### config.mk
export PLATFORM = sky130hd
export DESIGN_NAME = data_ram_arbiter_flat
export DESIGN_NICKNAME = d
export VERILOG_FILES = /design/src/rtl/data_ram_arbiter_pkg.sv /design/src/rtl/data_ram_arbiter_if.sv /design/src/rtl/data_ram_arbiter_port_mux.sv /design/src/rtl/data_ram_arbiter.sv /design/src/flat_wrapper.sv
export SDC_FILE = /design/constraint.sdc
export NUM_CORES = 1
export LEC_CHECK = 0
export BUFFER_PORTS_ARGS = -buffer_cell sky130_fd_sc_hd__buf_2
export CAP_MARGIN = 20
export CORE_AREA = 3 3 121 123
export CTS_BUF_LIST = sky130_fd_sc_hd__clkbuf_2
export DETAILED_ROUTE_END_ITERATION = 8
export DIE_AREA = 0 0 124 126
export MAX_ROUTING_LAYER = met4
export SETUP_SLACK_MARGIN = 0.5
export SYNTH_ARGS = -nofsm -noshare
export SYNTH_HDL_FRONTEND = slang
export SYNTH_HIERARCHICAL = 1
export SYNTH_SLANG_ARGS = --single-unit
### constraint.sdc
create_clock -name clk -period 4.4 [get_ports clk]
set_input_delay 0.44 -clock clk [delete_from_list [all_inputs] [get_ports clk]]
set_output_delay 0.44 -clock clk [all_outputs]
set_load 0.005 [all_outputs]
### src/rtl/data_ram_arbiter_pkg.sv
// Shared widths, state encoding and defaults
// for the data RAM arbiter slice.
package data_ram_arbiter_pkg;

  localparam int ADDR_W = 32;
  localparam int DATA_W = 32;
  localparam int SEL_W  = 4;

  localparam int MAX_HOLD_DEF = 8;

  typedef enum logic [1:0] {
    IDLE = 2'd0,
    OWN0 = 2'd1,
    OWN1 = 2'd2
  } arb_state_e;

endpackage

### src/rtl/data_ram_arbiter_if.sv
// One requesting master's view of the data RAM:
// request/lock qualifiers, access fields, ack and read data.
interface data_ram_arbiter_if;
  import data_ram_arbiter_pkg::*;

  logic              req;
  logic              lock;
  logic              we;
  logic [ADDR_W-1:0] addr;
  logic [SEL_W-1:0]  sel;
  logic [DATA_W-1:0] wdata;
  logic [DATA_W-1:0] rdata;
  logic              ack;

  modport master (
    output req, lock, we,
    output addr, sel, wdata,
    input  rdata, ack
  );

  modport slave (
    input  req, lock, we,
    input  addr, sel, wdata,
    output rdata, ack
  );

endinterface

### src/rtl/data_ram_arbiter_port_mux.sv
// Owner-select mux: steers the owning master onto the
// RAM pins and returns ack/rdata to that master only.
module arb_port_mux
  import data_ram_arbiter_pkg::*;
(
  input  logic              own0,
  input  logic              own1,
  data_ram_arbiter_if.slave m0,
  data_ram_arbiter_if.slave m1,
  input  logic [DATA_W-1:0] ram_data_i,
  output logic              ram_ce_o,
  output logic              ram_we_o,
  output logic [ADDR_W-1:0] ram_addr_o,
  output logic [SEL_W-1:0]  ram_sel_o,
  output logic [DATA_W-1:0] ram_data_o
);

  always_comb begin
    ram_ce_o   = 1'b0;
    ram_we_o   = 1'b0;
    ram_addr_o = '0;
    ram_sel_o  = '0;
    ram_data_o = '0;
    m0.ack     = 1'b0;
    m0.rdata   = '0;
    m1.ack     = 1'b0;
    m1.rdata   = '0;
    unique case (1'b1)
      own0: begin
        ram_ce_o = m0.req;
        m0.ack   = m0.req;
        m0.rdata = ram_data_i;
        if (m0.req) begin
          ram_we_o   = m0.we;
          ram_addr_o = m0.addr;
          ram_sel_o  = m0.sel;
          ram_data_o = m0.wdata;
        end
      end
      own1: begin
        ram_ce_o = m1.req;
        m1.ack   = m1.req;
        m1.rdata = ram_data_i;
        if (m1.req) begin
          ram_we_o   = m1.we;
          ram_addr_o = m1.addr;
          ram_sel_o  = m1.sel;
          ram_data_o = m1.wdata;
        end
      end
      default: ;
    endcase
  end

endmodule

### src/rtl/data_ram_arbiter.sv
// Two-master data RAM arbiter: round-robin on ties,
// bounded hold with lock override, zero-latency owner path.
module data_ram_arbiter
  import data_ram_arbiter_pkg::*;
#(
  parameter int MAX_HOLD = MAX_HOLD_DEF
) (
  input  logic              clk,
  input  logic              rst,
  data_ram_arbiter_if.slave m0,
  data_ram_arbiter_if.slave m1,
  input  logic [DATA_W-1:0] ram_data_i,
  output logic              ram_ce_o,
  output logic              ram_we_o,
  output logic [ADDR_W-1:0] ram_addr_o,
  output logic [SEL_W-1:0]  ram_sel_o,
  output logic [DATA_W-1:0] ram_data_o
);

  localparam int CW = $clog2(MAX_HOLD + 1);
  localparam logic [CW-1:0] MAX_C = CW'(MAX_HOLD);

  arb_state_e    state, state_nxt;
  logic          last, last_nxt;
  logic [CW-1:0] cnt, cnt_nxt, cnt_inc;
  logic          own_req, oth_req, own_lock;
  arb_state_e    oth_state;

  always_ff @(posedge clk or posedge rst) begin
    if (rst) begin
      state <= IDLE;
      last  <= 1'b1;
      cnt   <= '0;
    end else begin
      state <= state_nxt;
      last  <= last_nxt;
      cnt   <= cnt_nxt;
    end
  end

  always_comb begin
    state_nxt = state;
    last_nxt  = last;
    cnt_nxt   = cnt;
    own_req   = (state == OWN1) ? m1.req  : m0.req;
    own_lock  = (state == OWN1) ? m1.lock : m0.lock;
    oth_req   = (state == OWN1) ? m0.req  : m1.req;
    oth_state = (state == OWN1) ? OWN0    : OWN1;
    cnt_inc   = (cnt == MAX_C) ? cnt : cnt + CW'(1);
    unique case (state)
      IDLE: begin
        cnt_nxt = '0;
        if (m0.req && m1.req)
          state_nxt = last ? OWN0 : OWN1;
        else if (m0.req)
          state_nxt = OWN0;
        else if (m1.req)
          state_nxt = OWN1;
      end
      OWN0, OWN1: begin
        // cnt_inc counts the access acked this
        // cycle, so the switch follows that ack
        if (!own_req) begin
          last_nxt  = (state == OWN1);
          state_nxt = oth_req ? oth_state : IDLE;
          cnt_nxt   = '0;
        end else if (cnt_inc == MAX_C &&
                     oth_req && !own_lock) begin
          last_nxt  = (state == OWN1);
          state_nxt = oth_state;
          cnt_nxt   = '0;
        end else begin
          cnt_nxt = cnt_inc;
        end
      end
      default: state_nxt = IDLE;
    endcase
  end

  arb_port_mux u_mux (
    .own0       (state == OWN0),
    .own1       (state == OWN1),
    .m0         (m0),
    .m1         (m1),
    .ram_data_i (ram_data_i),
    .ram_ce_o   (ram_ce_o),
    .ram_we_o   (ram_we_o),
    .ram_addr_o (ram_addr_o),
    .ram_sel_o  (ram_sel_o),
    .ram_data_o (ram_data_o)
  );

endmodule

### src/flat_wrapper.sv
// flat-port wrapper written by rule: the top's interface ports become plain ports
module data_ram_arbiter_flat import data_ram_arbiter_pkg::*;
#(
  parameter int MAX_HOLD = MAX_HOLD_DEF
)
  (clk, rst, ram_data_i, ram_ce_o, ram_we_o, ram_addr_o, ram_sel_o, ram_data_o, m0_req, m0_lock, m0_we, m0_addr, m0_sel, m0_wdata, m0_rdata, m0_ack, m1_req, m1_lock, m1_we, m1_addr, m1_sel, m1_wdata, m1_rdata, m1_ack);
  data_ram_arbiter_if m0_i ();
  data_ram_arbiter_if m1_i ();
  input  logic clk;
  input  logic rst;
  input  logic [DATA_W-1:0] ram_data_i;
  output logic ram_ce_o;
  output logic ram_we_o;
  output logic [ADDR_W-1:0] ram_addr_o;
  output logic [SEL_W-1:0] ram_sel_o;
  output logic [DATA_W-1:0] ram_data_o;
  input wire logic [$bits(m0_i.req)-1:0] m0_req;
  input wire logic [$bits(m0_i.lock)-1:0] m0_lock;
  input wire logic [$bits(m0_i.we)-1:0] m0_we;
  input wire logic [$bits(m0_i.addr)-1:0] m0_addr;
  input wire logic [$bits(m0_i.sel)-1:0] m0_sel;
  input wire logic [$bits(m0_i.wdata)-1:0] m0_wdata;
  output wire logic [$bits(m0_i.rdata)-1:0] m0_rdata;
  output wire logic [$bits(m0_i.ack)-1:0] m0_ack;
  input wire logic [$bits(m1_i.req)-1:0] m1_req;
  input wire logic [$bits(m1_i.lock)-1:0] m1_lock;
  input wire logic [$bits(m1_i.we)-1:0] m1_we;
  input wire logic [$bits(m1_i.addr)-1:0] m1_addr;
  input wire logic [$bits(m1_i.sel)-1:0] m1_sel;
  input wire logic [$bits(m1_i.wdata)-1:0] m1_wdata;
  output wire logic [$bits(m1_i.rdata)-1:0] m1_rdata;
  output wire logic [$bits(m1_i.ack)-1:0] m1_ack;
  assign m0_i.req = m0_req;
  assign m0_i.lock = m0_lock;
  assign m0_i.we = m0_we;
  assign m0_i.addr = m0_addr;
  assign m0_i.sel = m0_sel;
  assign m0_i.wdata = m0_wdata;
  assign m0_rdata = m0_i.rdata;
  assign m0_ack = m0_i.ack;
  assign m1_i.req = m1_req;
  assign m1_i.lock = m1_lock;
  assign m1_i.we = m1_we;
  assign m1_i.addr = m1_addr;
  assign m1_i.sel = m1_sel;
  assign m1_i.wdata = m1_wdata;
  assign m1_rdata = m1_i.rdata;
  assign m1_ack = m1_i.ack;
  data_ram_arbiter #(.MAX_HOLD(MAX_HOLD)) u_core (.clk(clk), .rst(rst), .m0(m0_i), .m1(m1_i), .ram_data_i(ram_data_i), .ram_ce_o(ram_ce_o), .ram_we_o(ram_we_o), .ram_addr_o(ram_addr_o), .ram_sel_o(ram_sel_o), .ram_data_o(ram_data_o));
endmodule
; ---- Word-level counts from Yosys, hierarchy flattened
; Index checks and enable logic that the tools add are counted.
[word_totals]
output_inout_bits = 136
word_cells = 55
ff_bits = 7
input_bits = 176
[classes]
add_sub_neg = 1
eq_ne = 7
mux = 35
n_reduce_logical = 9
[op_table]
columns = cell, count
row1 = two-way mux 32 bit, 6
row2 = one-hot mux 32 bit (2 select lines), 2
row3 = two-way mux 4 bit, 5
row4 = two-way mux 2 bit, 8
row5 = one-hot mux 4 bit (2 select lines), 2
row6 = two-way mux 1 bit, 9
row7 = "== test 4 bit, second input constant", 2
row8 = "adder 4 x 1 -> 4 bit, second input constant", 1
row9 = "!= test 4 x 3 -> 1 bit, second input constant", 1
row10 = one-hot mux 1 bit (2 select lines), 2
row11 = one-hot mux 2 bit (2 select lines), 1
row12 = AND reduction 2 bit, 2
row13 = logical AND 1 bit, 3
row14 = "!= test 3 bit, second input constant", 1
row15 = "== test 2 x 1 -> 1 bit, second input constant", 1
row16 = "== test 2 bit, second input constant", 1
row17 = zero test 2 bit, 1
row18 = "!= test 2 bit, second input constant", 1
row19 = nonzero test 2 bit, 1
row20 = OR reduction 2 bit, 1
row21 = zero test 1 bit, 1

; ---- Longest topological paths before layout
[depth]
word_depth = 8
mapped_depth = 7
ltp_nobuf = 7

; ---- By module
; The synthesis kept the hierarchy.
[by_module_without_submodules]
columns = module, area_each_um2, cells_per_inst, n_inst, seq_area_each_um2
row1 = arb_port_mux, 1181.1, 158, 1, 0.0
row2 = data_ram_arbiter, 599.3, 67, 1, 176.4

; ---- Worst setup path after synthesis
; Ideal clock, no wire load.
[synth_path]
kind = register -> register
startpoint = register u_core.state[0]
endpoint = register u_core.state[0]
arrival_ns = 1.986
setup_ns = 0.125
n_path_buf = 0
t_required_ns = 4.275
slack_ns = 2.289
path_stages_with_launch = 8
synth_period_minus_slack_ns = 2.111
path_cell_list = dfrtp_1 -> inv_1 -> ha_1 -> or3b_1 -> a21oi_2 -> o211ai_4 -> a22o_4 -> mux2_4
[synth_via]
word_cells_on_any_way = 18
classes_between = 4 x eq/ne / 8 x mux / 6 x reduce/logical
[synth_rtl]
columns = element, line
row1 = "start, declared", data_ram_arbiter.sv:23  ; arb_state_e state, state_nxt;
row2 = "start signal, assigned", data_ram_arbiter.sv:35  ; state <= state_nxt;
row3 = == test 2 bit *, data_ram_arbiter.sv:48  ; oth_state = (state == OWN1) ? OWN0 : OWN1;
row4 = two-way mux 2 bit *, data_ram_arbiter.sv:48
row5 = net u_core.oth_state[0], data_ram_arbiter.sv:27  ; arb_state_e oth_state;
row6 = two-way mux 2 bit (on tied branches), "data_ram_arbiter.sv:65, data_ram_arbiter.sv:67"
row7 = two-way mux 2 bit *, data_ram_arbiter.sv:63  ; if (!own_req) begin
row8 = one-hot mux 2 bit (2 select lines) *, data_ram_arbiter.sv:50  ; unique case (state)
; Mark *: on every way through the listed nets, which the timed path passes. The rest lies on a longest branch. The select of a mux whose other input is x is not followed.
; A chain may end at the register's enable or synchronous reset.

; ---- Final worst setup path
[layout_path]
startpoint = register u_core.state[0]
endpoint = output ram_addr_o[25]
[layout_via]
elab_chain_cells = 2
word_cells_on_any_way = 3
classes_between = 2 x eq/ne / 1 x mux
[layout_lines]
columns = element, line
row1 = == test 2 bit or == test 2 x 1 -> 1 bit (tied branches), "data_ram_arbiter.sv:82, data_ram_arbiter.sv:81"
row2 = one-hot mux 32 bit (2 select lines) *, data_ram_arbiter_port_mux.sv:28  ; unique case (1'b1)
row3 = "end, declared", flat_wrapper.sv:14  ; output logic [ADDR_W-1:0] ram_addr_o;
; Every way passes the cells marked *; elsewhere a longest branch is shown, timed or not.

==> results.toml <==
[synth]
ys_seq_area_share_pct = 9.91
syn-num-nets = 407
ys_types = 34
syn_avg_cell_area_um2 = 7.91
yosys_warnings = 6
ys_ff_latch = 7
syn_inst = 225
ys.flop_type = "dfrtp_1"
netlist_area_um2 = 1780
synthArstFlopShare_pct = 100
synth-edff-count = 0

[cts]
holdBufCountCts = 0
cts_num_sinks = 7
cts-resized-gates = 0
clk_pin_slew_worst_paths_ns = 0.09
clkLatencyLatePin_ns = 0.24
clockBufferDepth = 2
cts_made_buffers = 3
post_cts_buffers = 0
h-tree-depth = 1
cts_tree = "done"
cts-root-buf = "clkbuf_2"

[power_and_ir_drop]
seqPwrFrac_pct = 8.9
pwr-share-comb_pct = 86.8
netSwitchingFraction_pct = 47.6
power-per-cell-area_nw_per_um2 = 349
p_int_uw = 633
ir_drop_uv = 216
switchingPower_uw = 576
power_leakage_nw = 2.15
pwr-share-clk_pct = 4.3

[floorplan]
io_pins = 312
dieArea_um2 = 15600
die_h_um = 126
core_area_um2 = 13800
num_rows = 43
start_util_pct = 12.9
fp.dieW_um = 124

[timing]
rsz0062_at_grt = "no"
slew_headroom_pct = 33.4
fmax_mhz = 279
hold_viol = 0
worst_slew_pin_slew_ns = 0.999
fin_tns_setup_ns = 0
clock_skew_ns = 0.00516
drv_slew = 0
fin_crit_ns = 3.58
finalSetupViolCount = 0
fin_crit_sh_pct = 81.5

[grt]
antenna_found_initial = 0
overflow = 0
grt_max_degree = 48
grt_pass1_vias = 2907
track_usage_pct = 14.2
grt_pass1_wl_um = 16200

[placement]
portBuffers = 311
dp_hpwl_um = 10600
dpl_cell_area_um2 = 3440
gp_congestion = 0.900

[drt]
vias = 3016
detail-route-antenna-nets = 0
post_drt_wl_per_cell_um = 17.3
vias_per_cell = 4.29
drc = 0
drt-pass1-iter-count = 4
dr.first_iter.drc_count = 135
wirelength_um = 12200

[setup_path]
cp-end-kind = "output port"
crit_arrival_ns = 3.14
rr_worst_depth = 7
r2r-start = "u_core/state[0]$_DFFE_PP0P_"
slowest_delay_ns = 0.82
r2r-end = "u_core/state[0]$_DFFE_PP0P_"
cp_data_required_time_ns = 3.96
r2r_slack_ns = 1.76
crit_chain = "inv_1, ha_1, and2_2, buf_4, a22o_1, buf_2"
slowest_stage = "ha_1"
crit_type = "reg2out"
path_max_fanout = 41
worst_setup_path_start_kind = "register"

[cells_and_area]
layout-drive-gt1-share_pct = 63.6
num-nets-final = 705
area_growth_pct = 94.5
final_area_um2 = 3460
mostFrequentLayoutCells = "buf_2, a22o_1, and2_1"
layout_commonest_cell = "buf_2"

[outcome]
status = "finished clean"

[worst_hold_path]
hold_class = "in2async"

[job]
drv_cap = 0
## sequential cells by signal, summed over array words and instances (netlist names)
name          count
u_core/last       1
u_core/cnt        4
u_core/state      2
## cell usage after synthesis (4+ instances only)
| library cell | n | area [µm²] |
|---|---|---|
| dfrtp_1 | 6 | 150 |
| inv_1 | 8 | 30.0 |
| and2_1 | 66 | 413 |
| nand2_1 | 8 | 30.0 |
| o21ai_0 | 4 | 20.0 |
| nand3_1 | 4 | 20.0 |
| ha_1 | 6 | 75.1 |
| buf_2 | 6 | 30.0 |
| buf_6 | 8 | 90.1 |
| a22o_1 | 69 | 604 |
| clkbuf_1 | 7 | 26.3 |
## final cells by class
cell class	instances	area, µm²
Tap cell	180	225
Inverter	8	30.0
Sequential cell	7	176
Multi-Input combinational cell	187	1420
Timing Repair Buffer	316	1590
Fill cell	1551	10300
Antenna cell	1	2.50
Clock buffer	4	20.0
## routing by layer
metal	vias up	routed length [µm]	global-route usage, %	part of all wire (%)
met1	1360	4790	16.2	39
met5	-	0	-	0
met4	0	410	3.29	3.4
met3	10	1160	2.51	9.6
met2	222	5800	25.4	48
li1	1424	-	-	-
## worst max-delay path: cells and delay by family (launching register included)
kind            cells  cell delay (ns)
compound gates      1             0.21
fa+ha+maj           1             0.82
buf+inv             3             0.62
flops               1             0.42
simple gates        1             0.81
## power by group through the flow
stage               clock network [mW]  registers [mW]  logic, mW
CTS                             0.0529           0.107       1.06
detailed placement                   0           0.108       1.05
finish                          0.0521           0.107       1.05
global placement                     0           0.107       1.05
global route                    0.0597           0.110       1.15
floorplan                            0           0.103      0.611
## cell families (layout without fill, tap and decap cells)
kind of cell / count (synthesis) / in the layout / synth area share [%]
fa+ha+maj: 6 / 6 / 4.22
simple gates: 92 / 92 / 31.0
xor+xnor: 1 / 1 / 0.492
flops: 7 / 7 / 9.91
buf+inv: 31 / 328 / 10.8
compound gates: 85 / 85 / 41.3
mux: 3 / 3 / 2.32
other cells: 0 / 1 / 0
## through the flow
step / utilization, % / setup WS (ns) / hold WS, ns / instances / power [mW]
after floorplan: - / 2.29 / 0.243 / 225 / 0.714
after global placement: 25.0 / 1.12 / 0.400 / 698 / 1.16
after detailed placement: 25.0 / 1.08 / 0.399 / 698 / 1.16
after CTS: 25.1 / 0.810 / 0.129 / 702 / 1.22
after global routing: 25.1 / 0.521 / 0.119 / 702 / 1.32
final: 25.1 / 0.816 / 0.120 / 703 / 1.21
## worst max-delay path by stage
stage                                start                          end  slack (ns)  cells after the start
2_1_floorplan  u_core/state[0]$_DFFE_PP0P_  u_core/state[0]$_DFFE_PP0P_        2.29                      7
3_3_place_gp   u_core/state[0]$_DFFE_PP0P_               ram_addr_o[25]        1.12                      6
3_5_place_dp   u_core/state[0]$_DFFE_PP0P_               ram_addr_o[25]        1.08                      6
4_1_cts        u_core/state[0]$_DFFE_PP0P_               ram_addr_o[25]        0.81                      6
5_1_grt        u_core/state[0]$_DFFE_PP0P_               ram_addr_o[25]        0.52                      6
6_report       u_core/state[0]$_DFFE_PP0P_               ram_addr_o[25]        0.82                      6
Note: power is estimated with default switching activity, not from simulation.
